[src/rtl/mup_int_core_if.sv]
// Bus bundle for mup_int_core: run/irq inputs, instruction port, status.
// master = core side, slave = environment (ROM, irq source, monitor).
interface mup_int_core_if #(
  parameter int AW = 8,
  parameter int DW = 8
) ();
  logic          en;
  logic          intr;
  logic [AW-1:0] imem_addr;
  logic [DW+3:0] imem_data;
  logic          int_ack;
  logic [DW-1:0] out_data;
  logic          out_valid;
  logic          halted;

  modport master (
    input  en, intr, imem_data,
    output imem_addr, int_ack, out_data, out_valid, halted
  );

  modport slave (
    output en, intr, imem_data,
    input  imem_addr, int_ack, out_data, out_valid, halted
  );
endinterface

[src/rtl/mup_int_core.sv]
// mup_int_core: accumulator CPU, FETCH/DECODE/EXEC FSM, 1-level interrupt.
// Ports: clk, rst_n (async low), bus (master): en, intr (level irq),
//   imem_addr/imem_data (comb ROM), int_ack, out_data/out_valid, halted.
// Option: define MUP_HALT_WAKE_EN to let intr wake the core from HALT.
module mup_int_core #(
  parameter int            AW      = 8,
  parameter int            DW      = 8,
  parameter logic [AW-1:0] RST_VEC = 'h00,
  parameter logic [AW-1:0] ISR_VEC = 'hF0
) (
  input  logic             clk,
  input  logic             rst_n,
  mup_int_core_if.master   bus
);

  typedef enum logic [2:0] {
    IDLE, FETCH, DECODE, EXEC, INTR, HALT
  } state_t;

  state_t        state;
  state_t        state_nx;
  logic [AW-1:0] pc;
  logic [AW-1:0] epc;
  logic [DW+3:0] ir;
  logic [3:0]    dcop;
  logic [DW-1:0] acc;
  logic          z;
  logic          c;
  logic          ie;
  logic          sz;
  logic          sc;
  logic [DW-1:0] out_q;
  logic          ov_q;

  logic [DW-1:0] imm;
  logic [AW-1:0] tgt;
  logic [DW:0]   add_r;
  logic [DW:0]   sub_r;
  logic [DW-1:0] alu_acc;
  logic          alu_c;
  logic          alu_wr;
  logic          jmp;
  logic          take_int;

  assign imm      = ir[DW-1:0];
  assign tgt      = AW'(imm);
  assign add_r    = {1'b0, acc} + {1'b0, imm};
  // top bit of the widened difference is the borrow
  assign sub_r    = {1'b0, acc} - {1'b0, imm};
  assign take_int = bus.intr && ie;
  assign jmp      = (dcop == 4'h7)
                 || ((dcop == 4'h8) && z)
                 || ((dcop == 4'h9) && c);

  always_comb begin
    alu_acc = acc;
    alu_c   = c;
    alu_wr  = 1'b0;
    case (dcop)
      4'h1: begin alu_acc = imm; alu_wr = 1'b1; end
      4'h2: begin {alu_c, alu_acc} = add_r; alu_wr = 1'b1; end
      4'h3: begin {alu_c, alu_acc} = sub_r; alu_wr = 1'b1; end
      4'h4: begin alu_acc = acc & imm; alu_wr = 1'b1; end
      4'h5: begin alu_acc = acc | imm; alu_wr = 1'b1; end
      4'h6: begin alu_acc = acc ^ imm; alu_wr = 1'b1; end
      default: ;
    endcase
  end

  always_ff @(posedge clk or negedge rst_n) begin
    if (!rst_n) state <= IDLE;
    else        state <= state_nx;
  end

  // interrupt wins over both HALT entry and an en=0 stall
  always_comb begin
    state_nx = state;
    unique case (state)
      IDLE:   if (bus.en) state_nx = FETCH;
      FETCH:  state_nx = DECODE;
      DECODE: state_nx = EXEC;
      EXEC: begin
        if (take_int)            state_nx = INTR;
        else if (dcop == 4'hE)   state_nx = HALT;
        else if (bus.en)         state_nx = FETCH;
        else                     state_nx = IDLE;
      end
      INTR:   state_nx = FETCH;
      HALT: begin
`ifdef MUP_HALT_WAKE_EN
        if (bus.intr) state_nx = INTR;
`else
        state_nx = HALT;
`endif
      end
      default: state_nx = IDLE;
    endcase
  end

  always_ff @(posedge clk or negedge rst_n) begin
    if (!rst_n) begin
      pc    <= RST_VEC;
      epc   <= '0;
      ir    <= '0;
      dcop  <= '0;
      acc   <= '0;
      z     <= 1'b0;
      c     <= 1'b0;
      ie    <= 1'b0;
      sz    <= 1'b0;
      sc    <= 1'b0;
      out_q <= '0;
      ov_q  <= 1'b0;
    end else begin
      ov_q <= 1'b0;
      unique case (state)
        FETCH: begin
          ir <= bus.imem_data;
          pc <= pc + AW'(1);
        end
        DECODE: dcop <= ir[DW+3 -: 4];
        EXEC: begin
          if (alu_wr) begin
            acc <= alu_acc;
            c   <= alu_c;
            z   <= (alu_acc == '0);
          end
          if (jmp) pc <= tgt;
          if (dcop == 4'hA) ie <= 1'b1;
          if (dcop == 4'hB) ie <= 1'b0;
          if (dcop == 4'hC) begin
            pc <= epc;
            z  <= sz;
            c  <= sc;
            ie <= 1'b1;
          end
          if (dcop == 4'hD) begin
            out_q <= acc;
            ov_q  <= 1'b1;
          end
        end
        INTR: begin
          epc <= pc;
          sz  <= z;
          sc  <= c;
          ie  <= 1'b0;
          pc  <= ISR_VEC;
        end
        IDLE, HALT: ;
        default: ;
      endcase
    end
  end

  assign bus.imem_addr = pc;
  assign bus.int_ack   = (state == INTR);
  assign bus.halted    = (state == HALT);
  assign bus.out_data  = out_q;
  assign bus.out_valid = ov_q;

endmodule
[src/flat_wrapper.sv]
// flat-port wrapper written by rule: the top's interface ports become plain ports
module mup_int_core_flat 
#(
  parameter int            AW      = 8,
  parameter int            DW      = 8,
  parameter logic [AW-1:0] RST_VEC = 'h00,
  parameter logic [AW-1:0] ISR_VEC = 'hF0
)
  (clk, rst_n, bus_en, bus_intr, bus_imem_data, bus_imem_addr, bus_int_ack, bus_out_data, bus_out_valid, bus_halted);
  mup_int_core_if #(.AW(AW), .DW(DW)) bus_i ();
  input  logic clk;
  input  logic rst_n;
  input wire logic [$bits(bus_i.en)-1:0] bus_en;
  input wire logic [$bits(bus_i.intr)-1:0] bus_intr;
  input wire logic [$bits(bus_i.imem_data)-1:0] bus_imem_data;
  output wire logic [$bits(bus_i.imem_addr)-1:0] bus_imem_addr;
  output wire logic [$bits(bus_i.int_ack)-1:0] bus_int_ack;
  output wire logic [$bits(bus_i.out_data)-1:0] bus_out_data;
  output wire logic [$bits(bus_i.out_valid)-1:0] bus_out_valid;
  output wire logic [$bits(bus_i.halted)-1:0] bus_halted;
  assign bus_i.en = bus_en;
  assign bus_i.intr = bus_intr;
  assign bus_i.imem_data = bus_imem_data;
  assign bus_imem_addr = bus_i.imem_addr;
  assign bus_int_ack = bus_i.int_ack;
  assign bus_out_data = bus_i.out_data;
  assign bus_out_valid = bus_i.out_valid;
  assign bus_halted = bus_i.halted;
  mup_int_core #(.AW(AW), .DW(DW), .RST_VEC(RST_VEC), .ISR_VEC(ISR_VEC)) u_core (.clk(clk), .rst_n(rst_n), .bus(bus_i));
endmodule
[config.mk]
export PLATFORM = sky130hd
export DESIGN_NAME = mup_int_core_flat
export DESIGN_NICKNAME = d
export VERILOG_FILES = /design/src/rtl/mup_int_core_if.sv /design/src/rtl/mup_int_core.sv /design/src/flat_wrapper.sv
export SDC_FILE = /design/constraint.sdc
export NUM_CORES = 1
export LEC_CHECK = 0
export CAP_MARGIN = 10
export CORE_MARGIN = 2
export CORE_UTILIZATION = 61
export CTS_CLUSTER_SIZE = 30
export DETAILED_ROUTE_END_ITERATION = 16
export PLACE_DENSITY = 0.82
export SLEW_MARGIN = 20
export SYNTH_ARGS = -nofsm -noshare
export SYNTH_HDL_FRONTEND = slang
export SYNTH_SLANG_ARGS = --single-unit
[constraint.sdc]
create_clock -name clk -period 4.4 [get_ports clk]
set_input_delay 1.32 -clock clk [delete_from_list [all_inputs] [get_ports clk]]
set_output_delay 1.32 -clock clk [all_outputs]
set_load 0.01 [all_outputs]
==> flow_results.xml <==
<?xml version="1.0" encoding="UTF-8"?>
<metrics>
  <group name="floorplanning">
    <metric name="io-pin-count" unit="">35</metric>
    <metric name="die_w" unit="um">85.1</metric>
    <metric name="dieArea" unit="um^2">7240</metric>
    <metric name="placement_rows" unit="">29</metric>
    <metric name="start_util" unit="%">63.2</metric>
    <metric name="floorplan.core_area" unit="um^2">6350</metric>
    <metric name="die_height" unit="um">85.1</metric>
  </group>
  <group name="flow_run">
    <metric name="max_cap_violations" unit="">0</metric>
  </group>
  <group name="sta">
    <metric name="final-max-slew-violation-count" unit="">0</metric>
    <metric name="grt_setup_unrepaired" unit="">false</metric>
    <metric name="finalSetupViolations" unit="">0</metric>
    <metric name="layout_min_cycle_time" unit="ns">3.23</metric>
    <metric name="fin_worst_skew" unit="ns">0.00955</metric>
    <metric name="totalNegativeSetupSlack" unit="ns">0</metric>
    <metric name="worst_slew_pin_slew" unit="ns">1.17</metric>
    <metric name="slew-limit-headroom" unit="%">22.0</metric>
    <metric name="maximum_achievable_frequency" unit="GHz">0.310</metric>
    <metric name="worst_slack_setup_final" unit="ns">1.17</metric>
    <metric name="final.period_utilization" unit="%">73.3</metric>
    <metric name="timing.final.hold_violations" unit="">0</metric>
  </group>
  <group name="routing">
    <metric name="drt_iter0_markers" unit="">387</metric>
    <metric name="top_layer_used" unit="">met4</metric>
    <metric name="drtAntennaViolNets" unit="">0</metric>
    <metric name="detail_route.vias_per_cell" unit="">6.40</metric>
    <metric name="via_count_of_the_routed_design" unit="">3559</metric>
    <metric name="route.detailed.wl_per_inst" unit="um">18.4</metric>
    <metric name="remaining_drc_errors" unit="">0</metric>
    <metric name="route.met3.wl" unit="um">790</metric>
    <metric name="routed_wirelength" unit="um">10200</metric>
    <metric name="total_length_of_routed_met2_wires" unit="um">4660</metric>
    <metric name="drt-pass1-iter-count" unit="">5</metric>
    <metric name="routedLengthMet1" unit="um">4470</metric>
  </group>
  <group name="global_route">
    <metric name="grt_pass1_vias" unit="">3431</metric>
    <metric name="global_route_overflow" unit="">0</metric>
    <metric name="grt_pass1_wl" unit="um">17000</metric>
    <metric name="grt_usage" unit="%">29.6</metric>
    <metric name="largest_net_degree_at_the_start_of_global_routing" unit="">47</metric>
    <metric name="initial_antenna_violation_count" unit="">0</metric>
  </group>
  <group name="place">
    <metric name="placedInstanceArea" unit="um^2">4320</metric>
    <metric name="placement.io_buffers" unit="">34</metric>
    <metric name="dpl_worst_slack" unit="ns">1.55</metric>
    <metric name="placed_cells" unit="">540</metric>
    <metric name="post_detail_place_hpwl" unit="um">7210</metric>
    <metric name="final_wtd_congestion" unit="">1.02</metric>
  </group>
  <group name="clock_tree">
    <metric name="cts.root.buffer_cell" unit="">clkbuf_8</metric>
    <metric name="cts_buffer_depth" unit="">2</metric>
    <metric name="tritoncts_num_sinks" unit="">57</metric>
    <metric name="cts.repair.resized" unit="">0</metric>
    <metric name="numCtsBuffers" unit="">9</metric>
    <metric name="postCtsSetupRepairBufs" unit="">0</metric>
    <metric name="cts-htree-levels" unit="">3</metric>
    <metric name="worstSkewPairLatency" unit="ns">0.35</metric>
    <metric name="clkSlewWorstSetupHoldPaths" unit="ns">0.07</metric>
    <metric name="cts_tree" unit="">yes</metric>
    <metric name="cts.hold.buffers_added" unit="">0</metric>
  </group>
  <group name="critical_path">
    <metric name="setup.worst_path.start_class" unit="">flop</metric>
    <metric name="critPathRequiredTime" unit="ns">3.08</metric>
    <metric name="critical_path.reg2reg.endpoint" unit="">u_core.z$_DFFE_PN0P_</metric>
    <metric name="cpMaxStageDelayCell" unit="">clkdlybuf4s50_1</metric>
    <metric name="r2r_setup_slack" unit="ns">1.54</metric>
    <metric name="worst-r2r-cell-count" unit="">6</metric>
    <metric name="critical_path_peak_fanout" unit="">16</metric>
    <metric name="worstPathArrival" unit="ns">1.91</metric>
    <metric name="cp_cell_sequence" unit="">nor2b_1 &gt; nand2b_1 &gt; buf_4 &gt; inv_1 &gt; clkdlybuf4s50_1</metric>
    <metric name="critical-path-max-stage-delay" unit="ns">0.53</metric>
    <metric name="setup.worst_path.end_class" unit="">output port</metric>
    <metric name="r2r_start" unit="">u_core.dcop[2]$_DFFE_PN0P_</metric>
    <metric name="critPathKind" unit="">reg2out</metric>
  </group>
  <group name="synthesis">
    <metric name="postSynthNetCount" unit="">499</metric>
    <metric name="synthFlopType" unit="">dfrtp_1</metric>
    <metric name="syn_area_per_cell" unit="um^2">8.80</metric>
    <metric name="sequential_fraction_of_the_synthesis_area" unit="%">35.5</metric>
    <metric name="synth.lib_cells_used.distinct" unit="">71</metric>
    <metric name="synth_enable_flop_cells" unit="">0</metric>
    <metric name="synth.ff_latch_count" unit="">57</metric>
    <metric name="synth-warning-count" unit="">0</metric>
    <metric name="postSynthCellCount" unit="">456</metric>
    <metric name="async_flop_share" unit="%">100</metric>
    <metric name="mapped_area" unit="um^2">4010</metric>
  </group>
  <group name="min_path">
    <metric name="timing.hold.worst_endpoint" unit="">u_core.epc[1]$_DFFE_PN0P_</metric>
    <metric name="origin_of_the_worst_min_delay_path" unit="">u_core.epc[1]$_DFFE_PN0P_</metric>
    <metric name="hold-path-cell-count" unit="">2</metric>
    <metric name="hp-class" unit="">reg2reg</metric>
  </group>
  <group name="power_and_ir_drop">
    <metric name="power_per_cell_area" unit="nW/um^2">833</metric>
    <metric name="p_total" unit="mW">3.78</metric>
    <metric name="p_leak" unit="nW">1.94</metric>
    <metric name="peakVddDrop" unit="mV">0.490</metric>
  </group>
  <group name="layout">
    <metric name="filler_cell_count" unit="">489</metric>
    <metric name="antenna_cells_inserted" unit="">0</metric>
    <metric name="final_cell_mix" unit="">nand2_1, dfrtp_1, o21ai_0</metric>
    <metric name="ff_latch_area" unit="um^2">1430</metric>
    <metric name="layout.cells.most_common" unit="">nand2_1</metric>
    <metric name="layout-drive-gt1-share" unit="%">10.9</metric>
    <metric name="nets" unit="">517</metric>
    <metric name="layout.cell_area.non_filler" unit="um^2">4530</metric>
    <metric name="stdcell_count" unit="">556</metric>
    <metric name="multi_input_area" unit="um^2">2320</metric>
    <metric name="area_growth" unit="%">12.9</metric>
  </group>
  <group name="outcome">
    <metric name="status" unit="">finished clean</metric>
  </group>
</metrics>
==> how the worst max path moves through the flow <==
stage                                           start     endpoint  slack (ns)  cells past startpoint
after floorplan           u_core.state[2]$_DFFE_PN0P_  bus_int_ack        1.73                      6
after global placement    u_core.state[1]$_DFFE_PN0P_  bus_int_ack        1.58                      5
after detailed placement  u_core.state[1]$_DFFE_PN0P_  bus_int_ack        1.55                      5
after CTS                 u_core.state[1]$_DFFE_PN0P_  bus_int_ack        1.17                      5
after global routing      u_core.state[1]$_DFFE_PN0P_  bus_int_ack        1.06                      5
final                     u_core.state[1]$_DFFE_PN0P_  bus_int_ack        1.17                      5
==> metal layers <==
layer  up-vias  GRT usage, %
li1       1662             -
met1      1699          41.0
met2       174          46.0
met3        24          6.42
met4         0          10.4
met5         -             0
==> power breakdown <==
group	internal, mW	switching [mW]	total, mW
clock	0.293	0.226	0.518
combinational	0.914	1.17	2.09
sequential	0.764	0.407	1.17
total	1.97	1.81	3.78
==> synth_stat cells (all sizes together) (10+ instances only) <==
cell type / count / area (um^2)
ha: 25 / 313
buf: 14 / 93.8
nand2: 62 / 233
dfrtp: 57 / 1430
mux2i: 12 / 120
mux2: 18 / 203
nor3: 14 / 80.1
nor2: 25 / 93.8
nor2b: 10 / 62.6
o21ai: 36 / 180
inv: 28 / 105
clkbuf: 18 / 67.6
a21oi: 27 / 135
==> kinds of logic (layout without fill, tap and decap cells) <==
family / count (synthesis) / in the layout / synth area share (%)
mux: 30 / 30 / 8.04
fa+ha+maj: 27 / 27 / 8.79
simple gates: 156 / 156 / 20.0
compound gates: 122 / 122 / 20.2
buf+inv: 60 / 83 / 6.64
xor+xnor: 4 / 4 / 0.873
flops: 57 / 57 / 35.5
==> cell type report <==
class | instances | area share (%)
Multi-Input combinational cell | 339 | 51.2
Sequential cell | 57 | 31.5
Timing Repair Buffer | 39 | 8.28
Clock buffer | 12 | 3.42
Inverter | 28 | 2.32
Tap cell | 77 | 2.13
Clock inverter | 4 | 1.13
==> flip-flops by register name (all words and copies together) (netlist names), 3 cells and up <==
register / cells
u_core.dcop: 4
u_core.state: 3
u_core.epc: 8
u_core.bus.out_data: 8
u_core.bus.imem_addr: 8
u_core.ir: 12
u_core.acc: 8
==> worst max-delay path: cells and delay by family (launching register included) <==
kind / cells / cell delay (ns)
DFF: 1 / 0.50
buffers and inverters: 3 / 0.80
and+or+nand+nor: 2 / 0.26
==> through the flow <==
stage	util [%]	hold WS [ns]
after floorplan	-	0.446
after global placement	68.1	0.458
after detailed placement	68.1	0.469
after CTS	71.3	0.486
after global routing	71.3	0.523
final	71.3	0.483
Note: power is estimated with default switching activity, not from simulation.
